## src/rtl/fetch_cycle_if.sv

```systemverilog
`default_nettype none
// ============================================================
// fetch_cycle_if: instruction-memory read/busywait bus
// Revision: 1.0
// ============================================================
interface fetch_cycle_if;
  logic        imem_read;
  logic [31:0] imem_addr;
  logic [31:0] imem_rdata;
  logic        imem_busywait;

  modport master (
    output imem_read,
    output imem_addr,
    input  imem_rdata,
    input  imem_busywait
  );

  modport slave (
    input  imem_read,
    input  imem_addr,
    output imem_rdata,
    output imem_busywait
  );
endinterface
`default_nettype wire

```

## src/rtl/fetch_cycle.sv

```systemverilog
`default_nettype none
// ============================================================
// fetch_cycle: RV32 IF stage - PC, imem handshake, IF/ID register, skid buffer
// Revision: 1.0
// ============================================================
module fetch_cycle #(
  parameter logic [31:0] RESET_PC  = 32'h0000_0000,
  parameter logic [31:0] NOP_INSTR = 32'h0000_0013
) (
  input  wire logic        clk,
  input  wire logic        reset,
  input  wire logic        StallD,
  input  wire logic        PCSelectE,
  input  wire logic [31:0] PCTargetE,
  fetch_cycle_if.master    imem,
  output logic [31:0]      instructionF,
  output logic [31:0]      PCF,
  output logic             validF
);

  typedef enum logic [0:0] {
    FETCH = 1'b0,
    HOLD  = 1'b1
  } state_t;

  state_t      r_state;
  state_t      w_stateNext;

  logic [31:0] r_pc;
  logic [31:0] r_instr;
  logic [31:0] r_pcF;
  logic        r_valid;
  logic [31:0] r_skidInstr;
  logic [31:0] r_skidPc;
  logic [31:0] r_redirectTarget;
  logic        r_redirectPending;

  logic [31:0] w_target;
  logic        w_complete;
  logic        w_flush;
  logic        w_bubble;
  logic        w_loadFetch;
  logic        w_loadSkid;
  logic        w_unloadSkid;
  logic        w_pcInc;
  logic        w_pcToTarget;
  logic        w_pcToPending;
  logic        w_latchRedirect;

  assign w_target   = {PCTargetE[31:2], 2'b00};
  assign w_complete = (r_state == FETCH) && !imem.imem_busywait;

  assign imem.imem_read = (r_state == FETCH) && !reset;
  assign imem.imem_addr = r_pc;

  assign instructionF = r_instr;
  assign PCF          = r_pcF;
  assign validF       = r_valid;

  always_ff @(posedge clk) begin
    if (reset) begin
      r_state <= FETCH;
    end else begin
      r_state <= w_stateNext;
    end
  end

  always_comb begin
    w_stateNext     = r_state;
    w_flush         = 1'b0;
    w_bubble        = 1'b0;
    w_loadFetch     = 1'b0;
    w_loadSkid      = 1'b0;
    w_unloadSkid    = 1'b0;
    w_pcInc         = 1'b0;
    w_pcToTarget    = 1'b0;
    w_pcToPending   = 1'b0;
    w_latchRedirect = 1'b0;

    if (PCSelectE) begin
      // An access still waiting on memory cannot be cancelled, so park the target.
      w_flush     = 1'b1;
      w_stateNext = FETCH;
      if ((r_state == HOLD) || w_complete) begin
        w_pcToTarget = 1'b1;
      end else begin
        w_latchRedirect = 1'b1;
      end
    end else begin
      case (r_state)
        FETCH: begin
          if (w_complete) begin
            if (r_redirectPending) begin
              w_pcToPending = 1'b1;
            end else if (StallD) begin
              w_loadSkid  = 1'b1;
              w_pcInc     = 1'b1;
              w_stateNext = HOLD;
            end else begin
              w_loadFetch = 1'b1;
              w_pcInc     = 1'b1;
            end
          end else if (!StallD) begin
            w_bubble = 1'b1;
          end
        end
        HOLD: begin
          if (!StallD) begin
            w_unloadSkid = 1'b1;
            w_stateNext  = FETCH;
          end
        end
        default: w_stateNext = FETCH;
      endcase
    end
  end

  always_ff @(posedge clk) begin
    if (reset) begin
      r_pc              <= RESET_PC;
      r_instr           <= NOP_INSTR;
      r_pcF             <= RESET_PC;
      r_valid           <= 1'b0;
      r_skidInstr       <= NOP_INSTR;
      r_skidPc          <= RESET_PC;
      r_redirectTarget  <= RESET_PC;
      r_redirectPending <= 1'b0;
    end else begin
      if (w_pcToTarget) begin
        r_pc <= w_target;
      end else if (w_pcToPending) begin
        r_pc <= r_redirectTarget;
      end else if (w_pcInc) begin
        r_pc <= r_pc + 32'd4;
      end

      if (w_latchRedirect) begin
        r_redirectTarget  <= w_target;
        r_redirectPending <= 1'b1;
      end else if (w_pcToTarget || w_pcToPending) begin
        r_redirectPending <= 1'b0;
      end

      if (w_loadSkid) begin
        r_skidInstr <= imem.imem_rdata;
        r_skidPc    <= r_pc;
      end

      if (w_flush || w_bubble) begin
        r_instr <= NOP_INSTR;
        r_valid <= 1'b0;
      end else if (w_loadFetch) begin
        r_instr <= imem.imem_rdata;
        r_pcF   <= r_pc;
        r_valid <= 1'b1;
      end else if (w_unloadSkid) begin
        r_instr <= r_skidInstr;
        r_pcF   <= r_skidPc;
        r_valid <= 1'b1;
      end
    end
  end

endmodule
`default_nettype wire
```

## src/flat_wrapper.sv

```systemverilog
// flat-port wrapper written by rule: the top's interface ports become plain ports
module fetch_cycle_flat 
#(
  parameter logic [31:0] RESET_PC  = 32'h0000_0000,
  parameter logic [31:0] NOP_INSTR = 32'h0000_0013
)
  (clk, reset, StallD, PCSelectE, PCTargetE, instructionF, PCF, validF, imem_imem_read, imem_imem_addr, imem_imem_rdata, imem_imem_busywait);
  fetch_cycle_if imem_i ();
  input  wire logic clk;
  input  wire logic reset;
  input  wire logic StallD;
  input  wire logic PCSelectE;
  input  wire logic [31:0] PCTargetE;
  output logic [31:0] instructionF;
  output logic [31:0] PCF;
  output logic validF;
  output wire logic [$bits(imem_i.imem_read)-1:0] imem_imem_read;
  output wire logic [$bits(imem_i.imem_addr)-1:0] imem_imem_addr;
  input wire logic [$bits(imem_i.imem_rdata)-1:0] imem_imem_rdata;
  input wire logic [$bits(imem_i.imem_busywait)-1:0] imem_imem_busywait;
  assign imem_imem_read = imem_i.imem_read;
  assign imem_imem_addr = imem_i.imem_addr;
  assign imem_i.imem_rdata = imem_imem_rdata;
  assign imem_i.imem_busywait = imem_imem_busywait;
  fetch_cycle #(.RESET_PC(RESET_PC), .NOP_INSTR(NOP_INSTR)) u_core (.clk(clk), .reset(reset), .StallD(StallD), .PCSelectE(PCSelectE), .PCTargetE(PCTargetE), .imem(imem_i), .instructionF(instructionF), .PCF(PCF), .validF(validF));
endmodule
```

## config.mk

```make
export PLATFORM = sky130hd
export DESIGN_NAME = fetch_cycle_flat
export DESIGN_NICKNAME = d
export VERILOG_FILES = /design/src/rtl/fetch_cycle_if.sv /design/src/rtl/fetch_cycle.sv /design/src/flat_wrapper.sv
export SDC_FILE = /design/constraint.sdc
export NUM_CORES = 1
export LEC_CHECK = 0
export ABC_CLOCK_PERIOD_IN_PS = 2100
export CORE_MARGIN = 3
export CORE_UTILIZATION = 47
export CTS_CLUSTER_DIAMETER = 200
export DETAILED_ROUTE_END_ITERATION = 10
export PLACE_DENSITY = 0.77
export SLEW_MARGIN = 15
export SYNTH_ARGS = -nofsm -noshare
export SYNTH_HDL_FRONTEND = slang
export SYNTH_SLANG_ARGS = --single-unit
export TNS_END_PERCENT = 20
```

## constraint.sdc

```tcl
create_clock -name clk -period 2.1 [get_ports clk]
set_input_delay 0.42 -clock clk [delete_from_list [all_inputs] [get_ports clk]]
set_output_delay 0.42 -clock clk [all_outputs]
set_load 0.005 [all_outputs]
```

# Word-level counts from Yosys, hierarchy flattened
# Cells that the tools add are included.
dict set report word_totals {
  output_inout_bits 98
  elab_cells 68
  latch_bits 0
  n_memories 0
  register_bits 193
  romBits 0
  input_bits 69
  mem_bits_rw 0
}
dict set report classes {
  n_lt_le_gt_ge 0
  div_mod_pow 0
  n_reduce_logical 15
  n_mul 0
  add_sub_neg 1
  eq_ne 0
  n_mux 40
  bitwise 2
  n_shift 0
}
# op n
set op_table {}
lappend op_table {{2-to-1 mux 32 bit} 7}
lappend op_table {{adder 32 x 3 -> 32 bit, second input constant} 1}
lappend op_table {{2-to-1 mux 1 bit} 32}
lappend op_table {{nonzero test 2 bit} 3}
lappend op_table {{OR reduction 2 bit} 3}
lappend op_table {{logical OR 1 bit} 3}
lappend op_table {{nonzero test 3 bit} 1}
lappend op_table {{logical AND 1 bit} 2}
lappend op_table {{logical NOT 1 bit} 2}
lappend op_table {{NOT 1 bit} 2}
lappend op_table {{one-hot mux 1 bit (2 select lines)} 1}
lappend op_table {{AND reduction 2 bit} 1}

# Longest topological paths before layout
dict set report depth {
  ltp_word 8
  depth_mapped 8
}

# Least setup slack after synthesis
# No wires, ideal clock.
dict set report synth_timing {
  path_type {in2reg}
  startpoint {input imem_imem_busywait}
  endpoint {register u_core.r_pcF[12] (netlist: u_core.PCF[12])}
  stages 8
  setup_ns 0.134
  slack_ns 0.115
  t_required_ns 1.966
  n_path_buf 4
  arrival_ns 1.851
  cell_sequence {clkbuf_1 > or3_1 > clkbuf_1 > or3_1 > buf_2 > clkbuf_1 > nor2_1 > a211oi_1}
}
dict set report synth_via {
  elab_chain_len 8
  elab_cells_between_ends 13
  cone_classes {mux (7); bitwise (1); reduce/logical (5)}
}
# item line_no
set synth_rtl {}
lappend synth_rtl {{start, declared} flat_wrapper.sv:20} ;# input wire logic [$bits(imem_i.imem_busywait)-1:0] imem_imem_busywait;
lappend synth_rtl {{logical NOT 1 bit *} fetch_cycle.sv:51} ;# assign w_complete = (r_state == FETCH) && !imem.imem_busywait;
lappend synth_rtl {{logical AND 1 bit *} fetch_cycle.sv:51}
lappend synth_rtl {{2-to-1 mux 1 bit} fetch_cycle.sv:92} ;# if (w_complete) begin
lappend synth_rtl {{2-to-1 mux 1 bit} fetch_cycle.sv:90} ;# case (r_state)
lappend synth_rtl {{2-to-1 mux 1 bit} fetch_cycle.sv:80} ;# if (PCSelectE) begin
lappend synth_rtl {{logical OR 1 bit} fetch_cycle.sv:149} ;# if (w_flush || w_bubble) begin
lappend synth_rtl {{NOT 1 bit (no source line)} --}
lappend synth_rtl {{AND reduction 2 bit (no source line)} --}
lappend synth_rtl {{end signal, assigned} fetch_cycle.sv:154} ;# r_pcF <= r_pc;
lappend synth_rtl {{end signal, assigned} fetch_cycle.sv:158} ;# r_pcF <= r_skidPc;
lappend synth_rtl {{end, declared} fetch_cycle.sv:31} ;# logic [31:0] r_pcF;
# Mark *: on every way between the ends. The rest lies on a longest branch, timed or not.
# A chain may end at the register's enable or synchronous reset.

# Final worst setup path
dict set report layout_timing {
  startpoint {input PCSelectE}
  endpoint {register u_core.r_pc[24] (netlist: u_core.imem.imem_addr[24])}
}
dict set report layout_via {
  elab_chain_len 3
  elab_cells_between_ends 6
  cone_classes {mux (5); reduce/logical (1)}
}
# item line_no
set layout_rtl {}
lappend layout_rtl {{start, declared} flat_wrapper.sv:12} ;# input wire logic PCSelectE;
lappend layout_rtl {{2-to-1 mux 1 bit} fetch_cycle.sv:80}
lappend layout_rtl {{2-to-1 mux 32 bit} fetch_cycle.sv:131} ;# end else if (w_pcToPending) begin
lappend layout_rtl {{2-to-1 mux 32 bit} fetch_cycle.sv:129} ;# if (w_pcToTarget) begin
lappend layout_rtl {{end signal, assigned} fetch_cycle.sv:130} ;# r_pc <= w_target;
lappend layout_rtl {{end signal, assigned} fetch_cycle.sv:132} ;# r_pc <= r_redirectTarget;
lappend layout_rtl {{end signal, assigned} fetch_cycle.sv:134} ;# r_pc <= r_pc + 32'd4;
lappend layout_rtl {{end, declared} fetch_cycle.sv:29} ;# logic [31:0] r_pc;
# Several ways; a longest one is shown, not always the timed one.

==> run metrics <==
Ports 167; grt met1 use 33.7%; global-route wire length before repair around 39 mm; Sink Count approximately 190; area used by multi-input combinational logic 0.00410 mm2; syn nets around 1100; number of diodes 0; Inst Count DP 1435; antenna violations before repair 0; Sw Ratio 24.9%; Synth async-reset ratio 0%; fin crit share 96.9%; CTS Buffer Depth 2; total CTS buffers 17; clk_skew 0.0108 ns; Top Usage Layer GRT met2; die height 140 um; die width 140 um; Max IR drop VDD 552 uV; vias in the first global route around 7700; minimum clock period 2.04 ns; Fillers 1489; fmax 491 MHz; Synth Register Bits 193; worst r2r src u_core.imem.imem_addr[2]; Setup TNS 0 ns; RSZ-0062 raised after global routing true; Max Transition Viols Final 0; top cell type by total area after synthesis dfxtp_1; Yosys warnings 0; CTS tree done; Worst Hold Path Cells 3; clock root buffer clkbuf_16; Clk Latency, worst-skew pair 0.42 ns; CP Capture Type register; clock network power share 39.6%; Post-synth EDFFs 0; largest net degree at the start of global routing roughly 100; GPL Wtd Cong 0.907; met2 Use GR about 38%; CP peak stage delay 0.54 ns; critical path's slowest cell or4b_1; Seq pwr share 46.3%; predominant post-synthesis flop cell dfxtp_1; DR WL/cell approximately 17 um; CP Data Arrival Time between 2 and 2.5 ns; Hold EP u_core.r_state; commonest non-fill, non-tap cell in the layout nand2_1; Mean Syn Cell Area 8.07 um2; Total GRT Usage 24.0%; fin nets about 1300; CP required between 2 and 2.5 ns; post-DR vias/cell 5.60; most frequent CP cell buf_4; commonest cells after routing, fill and taps aside 250 x nand2_1, 193 x dfxtp_1, 163 x clkdlybuf4s50_1, 143 x a21oi_1, 84 x buf_4; Reg-to-Reg End u_core.imem.imem_addr[30]; final number of setup-violating endpoints 0; Final Hold Viols 0; First-pass DRT Iterations 5; P_int 6.35 mW; Overflow after GRT 0; WP buf/inv 3; CORE AREA 0.0175 mm2; FF/Latch Area 0.00386 mm2; Cell Pwr Density 745 mW/mm2; CP Cell Sequence clkdlybuf4s50_1 > buf_4 > or4b_1 > buf_4 > o21ai_0 > a311o_1 > a21oi_1; Comb power frac 14.1%; outcome complete, no violations; Hold-fix buffers, CTS 0; Synth top area share 45.6%; floorplan row count 48; crit-path max FO 17; Switching Power 2.11 mW; Routed Antenna Nets 0; die area 0.0197 mm2; Layout area overhead 34.0%; Max Cap Violations 0; CP Class in -> reg; ranking of synthesized cells by area dfxtp_1 46%, nand2_1 11%, a21oi_1 8.4%, mux2i_1 3.9%, a211oi_1 3.8%; Finished Cell Area 0.0114 mm2; # DRC 0; Initial Util 48.5%; Slew @ Worst Pin 1.06 ns; final std cells w/o fill 1465; post-synthesis sequential area ratio 45.6%; startpoint of the worst hold path reset; Clk pin slew, worst setup/hold paths approximately 0.060 ns; startpoint types primary input; max_slew headroom 29.1%; met3 Resource Use GR 4.61%; critical path depth 7; CP top delay family buffers and inverters; DRT iter0 DRCs about 630; port bufs around 160; Placement Cell Area 0.0107 mm2; Unique masters post-synth 59; Hold Crit Class in -> reg; DR vias 8204; DP HPWL 16.7 mm; Mapped Area 0.00847 mm2; number of H-tree levels 4; Synth Instances 1049; R2R setup slack 0.13 ns; Total Power approximately 8.5 mW; ratio of cells with drive above 1 in the final layout 12.0%; cell leakage power 3.99 nW; final wirelength about 24 mm; worst-case reg-to-reg path depth 6
power by group through the flow:
stage | sequential, mW | combinational (mW) | clock, mW
floorplan | 4.00 | 0.563 | 0
global placement | 4.00 | 1.16 | 0
detailed placement | 4.00 | 1.17 | 0
CTS | 3.92 | 1.18 | 3.39
global route | 3.94 | 1.29 | 3.54
finish | 3.92 | 1.19 | 3.35
worst register-to-register path, delay by kind of cell (launching register included):
kind | cells | cell delay (ns)
AOI/OAI and AO/OA | 3 | 0.57
adders and majority gates | 1 | 0.24
and+or+nand+nor | 2 | 0.70
DFF | 1 | 0.33
cells by family (layout without fill, tap and decap cells):
| logic type | count (synthesis) | in the layout | share of synthesized area (%) |
|---|---|---|---|
| flip-flops | 193 | 193 | 45.6 |
| buffers and inverters | 104 | 295 | 6.65 |
| multiplexers | 33 | 33 | 3.90 |
| AND/OR/NAND/NOR | 409 | 409 | 20.5 |
| XOR/XNOR | 16 | 16 | 1.65 |
| AO/OA/AOI/OAI | 293 | 293 | 21.5 |
| adder cells (fa/ha/maj) | 1 | 1 | 0.148 |
flip-flops by register name, indices dropped and copies added (netlist names):
name and cells:
u_core.r_redirectPending 1, u_core.PCF 32, u_core.r_state 1, u_core.r_redirectTarget 30, u_core.imem.imem_addr 32, u_core.validF 1
u_core.instructionF 32, u_core.r_skidPc 32, u_core.r_skidInstr 32
synthesized netlist by cell type (all sizes together) (2+ instances only):
| library cell | count |
|---|---|
| dfxtp | 193 |
| xnor2 | 12 |
| xor2 | 4 |
| a31o | 2 |
| clkbuf | 61 |
| and3 | 3 |
| or4 | 2 |
| nand4 | 11 |
| nand3b | 3 |
| nor2 | 82 |
| inv | 7 |
| a21oi | 143 |
| o211ai | 2 |
| o221ai | 3 |
| buf | 34 |
| nor3b | 5 |
| o22ai | 5 |
| a22oi | 30 |
| nand2 | 251 |
| o21ai | 23 |
| nor4 | 11 |
| nand3 | 12 |
| o31a | 6 |
| a21o | 7 |
| a311oi | 2 |
| nor3 | 17 |
| mux2i | 33 |
| o32ai | 2 |
| o21a | 2 |
| a211oi | 43 |
| a31oi | 4 |
| or3 | 6 |
| a311o | 2 |
| a221oi | 13 |
routing by layer:
layer	part of all wire, %	vias up
met2	46	330
met3	7.2	42
li1	-	4019
met5	0	-
met4	1.9	0
met1	45	3813
per-stage QoR:
stage          utilization, %  setup WS [ns]  hold slack (ns)
6_report                 65.0         0.0641            0.352
5_1_grt                  65.0        -0.0223            0.362
4_1_cts                  64.8         0.0790            0.328
3_5_place_dp             61.4         -0.368            0.440
3_3_place_gp             61.3         -0.532            0.430
2_1_floorplan               -          0.115            0.433
how the worst max path moves through the flow:
stage	to	from
after floorplan	u_core.PCF[12]	imem_imem_busywait
after global placement	u_core.instructionF[9]	PCSelectE
after detailed placement	u_core.PCF[2]	StallD
after CTS	u_core.PCF[2]	StallD
after global routing	u_core.imem.imem_addr[14]	u_core.imem.imem_addr[2]
final	u_core.imem.imem_addr[24]	PCSelectE
final cells by class:
type / instances / share of cell area [%]
clock buffer: 19 / 3.99
clock inverter: 11 / 1.36
inverter: 7 / 0.231
multi-input combinational: 752 / 36.1
sequential: 193 / 34.0
tap: 225 / 2.48
timing repair buffer: 258 / 21.8
timing repair:
item	in CTS	in global routing
endpoints found under the setup margin	0	6
buffers inserted	0	0
gates resized for setup	0	4
hold endpoints to repair	0	0
(Power assumes the default switching activity.)
